<file path="src/rtl/div_pkg.sv">
// Shared types, constants and sign helpers for the divide sequencing controller.
// Combinational helpers only. No latency and no backpressure of their own.
package div_pkg;

  localparam int XLEN = 32;
  localparam logic [XLEN-1:0] DIV_OVF_DIVIDEND = 32'h8000_0000;

  typedef enum logic [1:0] {
    DIV  = 2'b00,
    DIVU = 2'b01,
    REM  = 2'b10,
    REMU = 2'b11
  } div_op_e;

  typedef enum logic [2:0] {
    IDLE,
    START,
    WAIT,
    DRAIN,
    RESP
  } div_state_e;

  // Bit 0 of the opcode marks the unsigned variants.
  function automatic logic op_is_signed(input logic [1:0] op);
    return ~op[0];
  endfunction

  function automatic logic op_is_rem(input logic [1:0] op);
    return op[1];
  endfunction

  // The most negative value maps to itself, which is its correct unsigned magnitude.
  function automatic logic [XLEN-1:0] abs_val(input logic [XLEN-1:0] x, input logic sgn);
    return (sgn && x[XLEN-1]) ? ('0 - x) : x;
  endfunction

  function automatic logic [XLEN-1:0] neg_if(input logic [XLEN-1:0] x, input logic neg);
    return neg ? ('0 - x) : x;
  endfunction

endpackage

</file>
<file path="src/rtl/divider.sv">
// Unsigned restoring divider. Takes one bit per cycle, so done_o is high 33 cycles after start_i.
// It has no backpressure: results are valid only while done_o is high. start_i must not be pulsed while it is busy.
module divider #(
  parameter int XLEN = 32
) (
  input  logic            clk,
  input  logic            rst_n,
  input  logic            start_i,
  input  logic [XLEN-1:0] dividend_i,
  input  logic [XLEN-1:0] divisor_i,
  output logic            done_o,
  output logic [XLEN-1:0] quotient_o,
  output logic [XLEN-1:0] remainder_o
);

  localparam int CW = $clog2(XLEN) + 1;

  logic            busy_q, busy_d;
  logic [CW-1:0]   cnt_q, cnt_d;
  logic [XLEN-1:0] rem_q, rem_d;
  logic [XLEN-1:0] quo_q, quo_d;
  logic [XLEN-1:0] dvs_q, dvs_d;
  logic [XLEN:0]   trial;
  logic [XLEN:0]   diff;

  always_comb begin
    busy_d = busy_q;
    cnt_d  = cnt_q;
    rem_d  = rem_q;
    quo_d  = quo_q;
    dvs_d  = dvs_q;
    trial  = {rem_q, quo_q[XLEN-1]};
    diff   = trial - {1'b0, dvs_q};
    if (start_i) begin
      busy_d = 1'b1;
      cnt_d  = CW'(XLEN);
      rem_d  = '0;
      quo_d  = dividend_i;
      dvs_d  = divisor_i;
    end else if (busy_q) begin
      if (cnt_q == '0) begin
        busy_d = 1'b0;
      end else begin
        cnt_d = cnt_q - CW'(1);
        // If diff[XLEN] is set, the trial subtraction went negative and the partial remainder is kept.
        if (!diff[XLEN]) begin
          rem_d = diff[XLEN-1:0];
          quo_d = {quo_q[XLEN-2:0], 1'b1};
        end else begin
          rem_d = trial[XLEN-1:0];
          quo_d = {quo_q[XLEN-2:0], 1'b0};
        end
      end
    end
  end

  always_ff @(posedge clk) begin
    if (!rst_n) begin
      busy_q <= 1'b0;
      cnt_q  <= '0;
      rem_q  <= '0;
      quo_q  <= '0;
      dvs_q  <= '0;
    end else begin
      busy_q <= busy_d;
      cnt_q  <= cnt_d;
      rem_q  <= rem_d;
      quo_q  <= quo_d;
      dvs_q  <= dvs_d;
    end
  end

  assign done_o      = busy_q && (cnt_q == '0);
  assign quotient_o  = quo_q;
  assign remainder_o = rem_q;

endmodule

</file>
<file path="src/rtl/div_ctrl.sv">
// Sequences DIV/DIVU/REM/REMU through the divider. Fast paths and cache hits respond in 1 cycle; a divider pass responds in 35 cycles.
// Accepts one request at a time and holds the response until resp_ready_i is seen. A flush discards work that is in flight.
module div_ctrl
  import div_pkg::*;
#(
  parameter int XLEN  = div_pkg::XLEN,
  parameter int TAG_W = 5
) (
  input  logic             clk,
  input  logic             rst,
  input  logic             req_valid_i,
  output logic             req_ready_o,
  input  logic [1:0]       req_op_i,
  input  logic [XLEN-1:0]  req_opr1_i,
  input  logic [XLEN-1:0]  req_opr2_i,
  input  logic [TAG_W-1:0] req_tag_i,
  input  logic             flush_i,
  output logic             resp_valid_o,
  input  logic             resp_ready_i,
  output logic [XLEN-1:0]  resp_data_o,
  output logic [TAG_W-1:0] resp_tag_o,
  output logic             busy_o
);

  div_state_e       state_q, state_d;
  div_op_e          op_q, op_d;
  logic [TAG_W-1:0] tag_q, tag_d;
  logic [XLEN-1:0]  opr1_q, opr1_d;
  logic [XLEN-1:0]  opr2_q, opr2_d;
  logic [XLEN-1:0]  resp_data_q, resp_data_d;
  logic [TAG_W-1:0] resp_tag_q, resp_tag_d;
  logic             cache_vld_q, cache_vld_d;
  logic             cache_sgn_q, cache_sgn_d;
  logic [XLEN-1:0]  cache_opr1_q, cache_opr1_d;
  logic [XLEN-1:0]  cache_opr2_q, cache_opr2_d;
  logic [XLEN-1:0]  cache_quo_q, cache_quo_d;
  logic [XLEN-1:0]  cache_rem_q, cache_rem_d;

  logic            accept, req_sgn, req_ovf, cache_hit, op_sgn;
  logic            div_start, div_done;
  logic [XLEN-1:0] dvd_mag, dvs_mag, div_quo, div_rem, quo_fix, rem_fix;

  assign req_ready_o = (state_q == IDLE) && !flush_i;
  assign accept      = req_valid_i && req_ready_o;
  assign req_sgn     = op_is_signed(req_op_i);
  assign req_ovf     = req_sgn && (req_opr1_i == DIV_OVF_DIVIDEND) && (req_opr2_i == '1);
  assign cache_hit   = cache_vld_q && (req_opr1_i == cache_opr1_q) &&
                       (req_opr2_i == cache_opr2_q) && (req_sgn == cache_sgn_q);

  // The divider sees magnitudes only; the signs are put back from the stored operands.
  assign op_sgn  = op_is_signed(op_q);
  assign dvd_mag = abs_val(opr1_q, op_sgn);
  assign dvs_mag = abs_val(opr2_q, op_sgn);
  assign quo_fix = neg_if(div_quo, op_sgn && (opr1_q[XLEN-1] ^ opr2_q[XLEN-1]));
  assign rem_fix = neg_if(div_rem, op_sgn && opr1_q[XLEN-1]);

  divider #(.XLEN(XLEN)) u_divider (
    .clk         (clk),
    .rst_n       (rst),
    .start_i     (div_start),
    .dividend_i  (dvd_mag),
    .divisor_i   (dvs_mag),
    .done_o      (div_done),
    .quotient_o  (div_quo),
    .remainder_o (div_rem)
  );

  always_comb begin
    state_d      = state_q;
    op_d         = op_q;
    tag_d        = tag_q;
    opr1_d       = opr1_q;
    opr2_d       = opr2_q;
    resp_data_d  = resp_data_q;
    resp_tag_d   = resp_tag_q;
    cache_vld_d  = cache_vld_q;
    cache_sgn_d  = cache_sgn_q;
    cache_opr1_d = cache_opr1_q;
    cache_opr2_d = cache_opr2_q;
    cache_quo_d  = cache_quo_q;
    cache_rem_d  = cache_rem_q;
    div_start    = 1'b0;
    case (state_q)
      IDLE: begin
        if (accept) begin
          op_d       = div_op_e'(req_op_i);
          tag_d      = req_tag_i;
          opr1_d     = req_opr1_i;
          opr2_d     = req_opr2_i;
          resp_tag_d = req_tag_i;
          state_d    = RESP;
          if (req_opr2_i == '0) begin
            resp_data_d = op_is_rem(req_op_i) ? req_opr1_i : '1;
          end else if (req_ovf) begin
            resp_data_d = op_is_rem(req_op_i) ? '0 : DIV_OVF_DIVIDEND;
          end else if (cache_hit) begin
            resp_data_d = op_is_rem(req_op_i) ? cache_rem_q : cache_quo_q;
          end else begin
            state_d = START;
          end
        end
      end
      START: begin
        div_start = 1'b1;
        if (flush_i) begin
          cache_vld_d = 1'b0;
          state_d     = DRAIN;
        end else begin
          state_d = WAIT;
        end
      end
      WAIT: begin
        if (flush_i) begin
          cache_vld_d = 1'b0;
          // If done coincides with the flush, there is nothing left to drain.
          state_d     = div_done ? IDLE : DRAIN;
        end else if (div_done) begin
          resp_data_d  = op_is_rem(op_q) ? rem_fix : quo_fix;
          resp_tag_d   = tag_q;
          cache_vld_d  = 1'b1;
          cache_sgn_d  = op_sgn;
          cache_opr1_d = opr1_q;
          cache_opr2_d = opr2_q;
          cache_quo_d  = quo_fix;
          cache_rem_d  = rem_fix;
          state_d      = RESP;
        end
      end
      DRAIN: begin
        if (div_done) state_d = IDLE;
      end
      RESP: begin
        if (resp_ready_i || flush_i) state_d = IDLE;
      end
      default: state_d = IDLE;
    endcase
  end

  always_ff @(posedge clk or negedge rst) begin
    if (!rst) begin
      state_q      <= IDLE;
      op_q         <= DIV;
      tag_q        <= '0;
      opr1_q       <= '0;
      opr2_q       <= '0;
      resp_data_q  <= '0;
      resp_tag_q   <= '0;
      cache_vld_q  <= 1'b0;
      cache_sgn_q  <= 1'b0;
      cache_opr1_q <= '0;
      cache_opr2_q <= '0;
      cache_quo_q  <= '0;
      cache_rem_q  <= '0;
    end else begin
      state_q      <= state_d;
      op_q         <= op_d;
      tag_q        <= tag_d;
      opr1_q       <= opr1_d;
      opr2_q       <= opr2_d;
      resp_data_q  <= resp_data_d;
      resp_tag_q   <= resp_tag_d;
      cache_vld_q  <= cache_vld_d;
      cache_sgn_q  <= cache_sgn_d;
      cache_opr1_q <= cache_opr1_d;
      cache_opr2_q <= cache_opr2_d;
      cache_quo_q  <= cache_quo_d;
      cache_rem_q  <= cache_rem_d;
    end
  end

  assign resp_valid_o = (state_q == RESP);
  assign resp_data_o  = resp_data_q;
  assign resp_tag_o   = resp_tag_q;
  assign busy_o       = (state_q != IDLE);

endmodule

</file>
<file path="config.mk">
export PLATFORM = sky130hd
export DESIGN_NAME = div_ctrl
export DESIGN_NICKNAME = d
export VERILOG_FILES = /design/src/rtl/div_pkg.sv /design/src/rtl/divider.sv /design/src/rtl/div_ctrl.sv
export SDC_FILE = /design/constraint.sdc
export NUM_CORES = 1
export LEC_CHECK = 0
export ABC_CLOCK_PERIOD_IN_PS = 4200
export CAP_MARGIN = 10
export CORE_MARGIN = 5
export CORE_UTILIZATION = 55
export CTS_BUF_LIST = sky130_fd_sc_hd__clkbuf_2 sky130_fd_sc_hd__clkbuf_4 sky130_fd_sc_hd__clkbuf_8
export DETAILED_ROUTE_END_ITERATION = 10
export GPL_ROUTABILITY_DRIVEN = 1
export PLACE_DENSITY = 0.7
export SYNTH_ARGS = -nofsm -noshare
export SYNTH_HDL_FRONTEND = slang
export SYNTH_SLANG_ARGS = --single-unit
</file>
<file path="constraint.sdc">
create_clock -name clk -period 4.2 [get_ports clk]
set_input_delay 0.42 -clock clk [delete_from_list [all_inputs] [get_ports clk]]
set_output_delay 0.42 -clock clk [all_outputs]
set_load 0.05 [all_outputs]
</file>
# After elaboration in Yosys (flattened, before gate mapping)

Index checks and enable logic that the tools add are counted.

$mul: 0
Bitwise operators: 6
Divide/modulo/power cells: 0
Order comparisons: 0
Add/subtract/negate cells: 6
Reductions and logical operators: 29
Shift operators: 0
Eq/ne operators: 18
Muxes and demuxes: 46

Operators with widths:

| cell                                              | number |
|---|---|
| 2-to-1 mux 32 bit                                 | 18 |
| subtractor 1 x 32 -> 32 bit, first input constant | 4 |
| == test 32 bit                                    | 2 |
| == test 32 bit, second input constant             | 2 |
| case mux 32 bit (2 select lines)                  | 1 |
| subtractor 33 x 32 -> 33 bit                      | 1 |
| logical NOT 32 bit                                | 1 |
| 2-to-1 mux 3 bit                                  | 8 |
| 2-to-1 mux 6 bit                                  | 3 |
| 2-to-1 mux 5 bit                                  | 3 |
| case mux 3 bit (5 select lines)                   | 1 |
| inequality test 2 bit, second input constant      | 6 |
| logical AND 1 bit                                 | 11 |
| case mux 5 bit (2 select lines)                   | 1 |
| 2-to-1 mux 1 bit                                  | 9 |
| AND reduction 4 bit                               | 2 |
| == test 3 x 2 -> 1 bit, second input constant     | 2 |
| logical NOT 6 bit                                 | 1 |
| AND reduction 2 bit                               | 3 |
| AND reduction 3 bit                               | 2 |
| nonzero test 2 bit                                | 3 |
| subtractor 6 x 1 -> 6 bit, second input constant  | 1 |
| NOT 1 bit                                         | 5 |
| AND reduction 5 bit                               | 1 |
| 14 further kinds                                  | 14 |

Memories kept: 0
ROM bits: 0
Memory bits (writable): 0
Bits in registers: 344
Output and inout bits: 40
Bits in latches: 0

# Longest topological paths before layout

Gate-level depths: netlist (run 1).

Word-level depth: 9
Depth in mapped cells: 14

# Modules after synthesis

From an unflattened synthesis (run 1), not the netlist that was laid out.

Cells, all modules: 2159
Area total of the unflattened synthesis: 19934.1 um^2

Modules (own cells, without submodules):

| module   | area an instance (um^2) | sequential area each (um^2) | cells an instance | instances |
|---|---|---|---|---|
| div_ctrl | 13755.7                 | 6030.8                      | 1391              | 1 |
| divider  | 6178.4                  | 2062.0                      | 768               | 1 |

# Worst setup path before layout (run 1)

Ideal clock, no wire load.

Kind: flip-flop to flip-flop
Start point: register u_divider.rem_q[24] (netlist: u_divider.remainder_o[24])
End point: register u_divider.rem_q[6] (netlist: u_divider.remainder_o[6])
Arrival time: 2.963 ns
Data required time: 4.067 ns
Library setup time: 0.133 ns
Cell stages (with the launch flop): 13
Slack: 1.105 ns
Clock period less this slack: 3.095 ns
Path through: dfxtp_1 -> ha_1 -> buf_2 -> a21o_1 -> a21o_1 -> a2111oi_0 -> nor3_1 -> nor4_2 -> o21ai_4 -> xor2_4 -> buf_4 -> mux2i_1 -> a21oi_1

Longest elaborated chain between the ends: 2

Ends and longest elaborated chain:

| element                      | RTL line      | source |
|---|---|---|
| from (decl)                  | divider.sv:20 | `logic [XLEN-1:0] rem_q, rem_d;` |
| from (signal assigned)       | divider.sv:67 | `rem_q <= rem_d;` |
| subtractor 33 x 32 -> 33 bit | divider.sv:33 | `diff = trial - {1'b0, dvs_q};` |
| 2-to-1 mux 32 bit            | divider.sv:46 | `if (!diff[XLEN]) begin` |

Every way passes these cells.
A chain may end at the register's enable or synchronous reset.

# Worst setup path in the final report (run 1)

Start point: register u_divider.quo_q[31] (netlist: u_divider.quotient_o[31])
End point: register u_divider.rem_q[0] (netlist: u_divider.remainder_o[0])

Longest elaborated chain between the ends: 2

Ends and longest elaborated chain:

| element                      | RTL line      | source |
|---|---|---|
| from (decl)                  | divider.sv:21 | `logic [XLEN-1:0] quo_q, quo_d;` |
| from (signal assigned)       | divider.sv:68 | `quo_q <= quo_d;` |
| subtractor 33 x 32 -> 33 bit | divider.sv:33 |  |
| 2-to-1 mux 32 bit *          | divider.sv:46 |  |

Every way passes the cells marked *; elsewhere a longest branch is shown, timed or not.

==> results of run 1 <==
flip-flops by register name, summed over array words and instances (netlist names), 2 cells and up:
name and flops:
tag_q 5, u_divider.dvs_q 32, cache_opr1_q 32, opr1_q 32
resp_tag_o 5, u_divider.cnt_q 6, u_divider.quotient_o 32, resp_data_o 32
op_q 2, cache_rem_q 32, opr2_q 32, state_q 3
cache_opr2_q 32, cache_quo_q 32, u_divider.remainder_o 32
cell families (layout without fill, tap and decap cells):
kind of cell	Yosys count	count (layout)	share of synthesized area, %
and+or+nand+nor	782	782	18.1
AOI/OAI and AO/OA	533	533	17.2
DFF	344	344	40.9
buffers and inverters	214	336	4.18
xor gates and xnor gates	202	202	9.05
muxes	150	150	8.03
adders and majority gates	38	38	2.44
metal layers:
metal,vias to the layer above,GRT usage (%),wire length (µm)
met2,762,45.2,26800
met1,8450,45.5,28100
met3,139,7.91,5860
li1,8134,-,-
met5,-,0,15
met4,2,14.1,2890
cells in the final DEF, fill, tap and decap left out, types with 12 or more instances in the layout:
master	count
clkbuf_8	79
o31ai_1	22
buf_4	35
o211a_1	33
xnor2_1	101
nand2_1	415
mux2i_1	85
a211oi_1	12
mux2_2	64
a21oi_1	125
nand4_1	26
a221oi_1	26
a31oi_1	20
nor2_1	120
inv_1	69
dfrtp_1	241
dfxtp_1	103
clkbuf_4	18
o22ai_1	16
or4_1	20
nor4_1	31
o211ai_1	17
o21ai_0	181
ha_1	37
nor3_1	32
and3_1	17
clkdlybuf4s50_1	113
a21o_1	15
o41ai_1	16
xor2_1	100
nand3_1	45
worst reg2reg max path, cell delays in order, from the launching register on:
cell and delay, ps:
dfxtp_1 360, inv_1 70, ha_1 180, inv_1 60, fa_1 410, a21o_1 200
a221o_1 350, a21oi_1 360, nor3_1 130, nor4_2 490, o21ai_4 140, xnor2_1 620
or4_1 200, o311ai_0 110
worst min-delay path by stage:
stage | slack (ps) | end | from | cells past startpoint
after detailed placement | 440 | cache_rem_q[12] | rst | 1
after global placement | 440 | cache_rem_q[12] | rst | 1
after CTS | 300 | resp_tag_o[3] | req_tag_i[3] | 3
final | 320 | cache_rem_q[7] | rst | 2
after global routing | 340 | resp_tag_o[0] | req_tag_i[0] | 3
after floorplan | 120 | cache_opr1_q[0] | rst | 0
layout make-up:
class	instances	area, µm²
timing repair buffer	154	1480
tap	461	577
sequential	344	8090
clock inverter	16	143
inverter	69	259
fill	3047	12800
multi-input combinational	1705	10900
clock buffer	97	1220
power by group:
| group | switching, µW | leakage [µW] | internal (µW) |
|---|---|---|---|
| Combinational | 5820 | 0.00588 | 4100 |
| Clock | 1500 | 0.000733 | 1970 |
| Sequential | 1260 | 0.00382 | 4490 |
| Total | 8580 | 0.0104 | 10600 |
stage by stage:
stage | area, µm² | setup slack [ps] | power (µW)
3_5_place_dp | 21300 | 455 | 15500
3_3_place_gp | 21300 | 467 | 15300
5_1_grt | 22700 | 185 | 20300
4_1_cts | 22700 | 421 | 19000
2_1_floorplan | 19800 | 1100 | 12800
6_report | 22700 | 333 | 19100
timing repair:
action	in CTS	in global routing
hold buffers	1	0
gates resized for setup	0	0
endpoints found under the hold margin	61	0
==> results.py, run 1 <==
metrics = {
    "run_status": {
        "outcome": "finished clean",
    },
    "synth": {
        "synth_top_area_share_pct": 30.5,
        "synth_top_cell_by_area": "dfrtp_1",
        "syn-cell-area_um2": 19800,
        "synthTopCellsByCount": "nand2_1 (415), dfrtp_1 (241), o21ai_0 (181)",
        "synthArstFlopShare_pct": 70.1,
        "synth-seq-cells": 344,
        "ys_types": 70,
        "synthTopCellsByArea": "dfrtp_1 (31%), dfxtp_1 (10%), nand2_1 (7.9%)",
        "syn_nets": 2377,
        "syn-instance-count": 2263,
        "syn_area_per_cell_um2": 8.73,
        "yosysMostFrequentCell": "nand2_1",
        "ys_seq_area_share_pct": 40.9,
        "synth_ff_type": "dfrtp_1",
        "ys_warn_count": 0,
        "synth-edff-count": 0,
    },
    "critical_path": {
        "critical_path_class": "register to register",
        "cp_top_family": "compound AO/OA/AOI/OAI gates",
        "cp_max_fo": 6,
        "reg2reg_from": "u_divider.quotient_o[31]",
        "worst_path_max_delay_cell": "xnor2_1",
        "cp_num_cells": 13,
        "critPathCapture": "u_divider.remainder_o[0]",
        "crit_arrival_ps": 4370,
        "crit_path_start_kind": "register",
        "cp_common_cell": "inv_1",
        "reg2reg_to": "u_divider.remainder_o[0]",
        "cp-startpoint": "u_divider.quotient_o[31]",
        "rrSetupSlack_ps": 330,
        "path_cells": "inv_1, ha_1, inv_1, fa_1, a21o_1, a221o_1, a21oi_1, nor3_1, nor4_2, o21ai_4, xnor2_1, or4_1, o311ai_0",
        "end_kind": "register",
        "required_ps": 4700,
        "slowest_delay_ps": 620,
        "r2r_cells": 13,
        "cp_num_buf_inv": 2,
    },
    "clocking": {
        "cts_setup_buffers": 0,
        "clock-sinks": 344,
        "cts_tree": "built",
        "cts.path.max_buffers": 3,
        "path_clk_slew_ps": 70,
        "worstSkewPairLatency_ps": 680,
        "numCtsBuffers": 60,
        "root_buffer": "clkbuf_8",
        "h-tree-depth": 2,
    },
    "final_layout": {
        "fin_nets": 2448,
        "area_delta_synth_final_pct": 14.7,
        "n_antenna_cell": 0,
        "fin_cells": 2846,
        "final_util_pct": 63.9,
        "drive_gt1_share_pct": 10.4,
    },
    "placed_design": {
        "port_buffers": 115,
        "place_hpwl_um": 46300,
        "place_inst": 2732,
        "gp_congestion": 0.936,
    },
    "flow_run": {
        "cap_violations": 0,
    },
    "sta": {
        "min_period_ps": 3870,
        "rsz0062_at_grt": "false",
        "finalSetupViolations": 0,
        "fin_hold_ws_ps": 323,
        "skew_ps": 26.9,
        "hold_violations": 0,
        "slew_violations": 0,
        "relSlewSlack_pct": 21.3,
        "tns_ps": 0,
        "fmax_ghz": 0.259,
        "period_share_pct": 92.1,
        "worst_slew_pin_slew_ps": 1180,
    },
    "power": {
        "p_per_area_nw_per_um2": 844,
        "ir_drop_mv": 0.924,
        "p_leak_uw": 0.0104,
    },
    "global_routing": {
        "grt_pass1_vias": 16600,
        "antenna_found_initial": 2,
        "grt_max_degree": 172,
        "track_usage_pct": 31.7,
        "grt_overflow_total": 0,
        "grt_pass1_wl_um": 97500,
    },
    "floorplan": {
        "die-area_um2": 39800,
        "ioPinCount": 116,
        "rows": 69,
        "start_util_pct": 55.7,
        "die_w_um": 200,
        "coreArea_um2": 35500,
        "die_h_um": 200,
    },
    "route": {
        "first_pass_iters": 6,
        "ant_nets": 0,
        "wl_per_cell_um": 22.4,
        "drcViolationCount": 0,
        "routed_via_density": 6.14,
        "routed_wl_um": 63700,
        "drtIter0Drc": 1767,
        "via_count": 17500,
    },
    "worst_hold_path": {
        "hold_class": "primary input to asynchronous set/reset pin",
    },
}
(Power assumes the default switching activity.)
==> run 2, diff against run 1 <==
Settings changed: GPL_TIMING_DRIVEN set to 0.
==> results.py, run 2 (same netlist as run 1, synthesis figures left out) <==
metrics = {
    "final_layout": {
        "final_common_cell": "nand2_1",
        "area_delta_synth_final_pct": 16.0,
        "fillers": 3076,
        "mostFrequentLayoutCells": "nand2_1 (415), dfrtp_1 (241), o21ai_0 (181), clkbuf_1 (126), a21oi_1 (125)",
        "fin_nets": 2556,
        "drive_gt1_share_pct": 8.55,
    },
    "floorplan": {
        "start_util_pct": 55.7,
        "die_w_um": 200,
        "die-area_um2": 39800,
        "ioPinCount": 116,
        "die_h_um": 200,
        "coreArea_um2": 35500,
        "rows": 69,
    },
    "sta": {
        "slew_violations": 0,
        "period_share_pct": 97.2,
        "worst_slew_pin_slew_ps": 1030,
        "skew_ps": 52.3,
        "min_period_ps": 4080,
        "relSlewSlack_pct": 31.4,
        "tns_ps": 0,
        "hold_violations": 0,
        "finalSetupViolations": 0,
        "fmax_ghz": 0.245,
        "fin_hold_ws_ps": 252,
        "rsz0062_at_grt": "false",
    },
    "power": {
        "comb_power_share_pct": 53.4,
        "pwr-share-clk_pct": 17.8,
        "ir_drop_mv": 0.631,
        "p_leak_uw": 0.0104,
        "p_seq_share_pct": 28.8,
        "power.switching_uw": 8900,
        "internal_power_uw": 10600,
        "swShare_pct": 45.6,
        "p_per_area_nw_per_um2": 851,
    },
    "route": {
        "ant_nets": 0,
        "routed_wl_um": 71400,
        "via_count": 18400,
        "drcViolationCount": 0,
        "wl_per_cell_um": 24.2,
        "routed_via_density": 6.24,
        "drtIter0Drc": 1932,
        "first_pass_iters": 6,
    },
    "placed_design": {
        "gp_congestion": 1.00,
        "place_hpwl_um": 54800,
        "port_buffers": 113,
    },
    "clocking": {
        "cts_tree": "built",
        "clock-sinks": 344,
        "numCtsBuffers": 60,
        "h-tree-depth": 2,
        "cts.path.max_buffers": 3,
        "post_cts_resized": 0,
        "worstSkewPairLatency_ps": 710,
        "cts_setup_buffers": 0,
        "cts_hold_buf": 1,
        "path_clk_slew_ps": 60,
        "root_buffer": "clkbuf_8",
    },
    "worst_hold_path": {
        "whs_path_depth": 2,
        "hold_class": "primary input to register",
    },
    "global_routing": {
        "antenna_found_initial": 1,
        "grt_pass1_wl_um": 108000,
        "grt_pass1_vias": 17700,
        "grt_max_degree": 131,
        "grt_overflow_total": 0,
        "track_usage_pct": 35.5,
    },
    "critical_path": {
        "end_kind": "register",
        "crit_arrival_ps": 4650,
        "reg2reg_from": "cache_opr1_q[4]",
        "r2r_cells": 10,
        "critical_path_class": "primary input to register",
        "critPathCapture": "resp_data_o[0]",
        "crit_path_start_kind": "primary input",
        "cp-startpoint": "req_opr1_i[4]",
        "reg2reg_to": "resp_data_o[0]",
        "required_ps": 4770,
        "cp_max_fo": 10,
        "rrSetupSlack_ps": 200,
    },
    "run_status": {
        "outcome": "finished clean",
    },
    "flow_run": {
        "cap_violations": 0,
    },
}
==> run 2: layout make-up <==
type                    count  area [µm²]  share of cell area, %
repair buffers            117        1200                   5.26
flip-flops and latches    344        8090                   35.3
clock buffers              96        1200                   5.25
well taps                 461         577                   2.52
inverters                  69         259                   1.13
diodes                      1        2.50                 0.0109
plain buffers             145         568                   2.48
clock inverters            15         165                  0.721
multi-input cells        1705       10900                   47.3
==> run 2: worst max-delay path, stage by stage <==
cell	delay (ps)
clkdlybuf4s50_1	640
xnor2_1	330
o221ai_1	150
a2111oi_0	570
nand4_1	300
o31ai_1	520
nor2_1	170
nor2b_1	470
clkbuf_1	560
o21ai_0	350
o21ai_0	160
==> run 2: worst min path at each step <==
stage | start | slack [ps] | to
floorplan | rst | 120 | cache_opr1_q[0]
CTS | flush_i | 220 | cache_vld_q
global placement | cache_quo_q[18] | 460 | cache_quo_q[18]
detailed placement | cache_quo_q[10] | 470 | cache_quo_q[10]
finish | flush_i | 250 | cache_vld_q
global route | flush_i | 290 | cache_vld_q
==> run 2: power by group through the flow <==
stage	clock (µW)	sequential [µW]	combinational, µW
floorplan	0	5890	6950
global placement	0	5570	10100
detailed placement	0	5620	10300
CTS	3500	5570	10300
global route	3650	5740	11300
finish	3480	5610	10400
==> run 2: per-stage QoR <==
step,std cells,util (%),area [µm²],worst slack [ps],total power [µW]
6_report,2953,64.6,22900,116,19500
5_1_grt,2952,64.6,22900,41.4,20700
4_1_cts,2952,64.6,22900,293,19400
3_5_place_dp,2840,60.7,21500,-388,15900
3_3_place_gp,2837,60.5,21500,-10150,15700
2_1_floorplan,2263,-,19800,1100,12800
==> run 2: routing by layer <==
metal / up-vias / routed length (µm) / track usage (%)
li1: 8372 / - / -
met5: - / 0 / 0
met4: 0 / 3630 / 16.8
met1: 8987 / 30100 / 49.1
met3: 169 / 6120 / 6.49
met2: 892 / 31500 / 54.3
==> run 3, diff against run 2 <==
==> constraint.sdc (replaced) <==
create_clock -name clk -period 4.2 [get_ports clk]
set_input_delay 0.42 -clock clk [delete_from_list [all_inputs] [get_ports clk]]
set_output_delay 0.42 -clock clk [all_outputs]
set_load 0.02 [all_outputs]
==> results of run 3 <==
The final DEF is identical to that of run 2. Status: finished clean.
Main changes from that run: total power 19500 µW -> 19100 µW
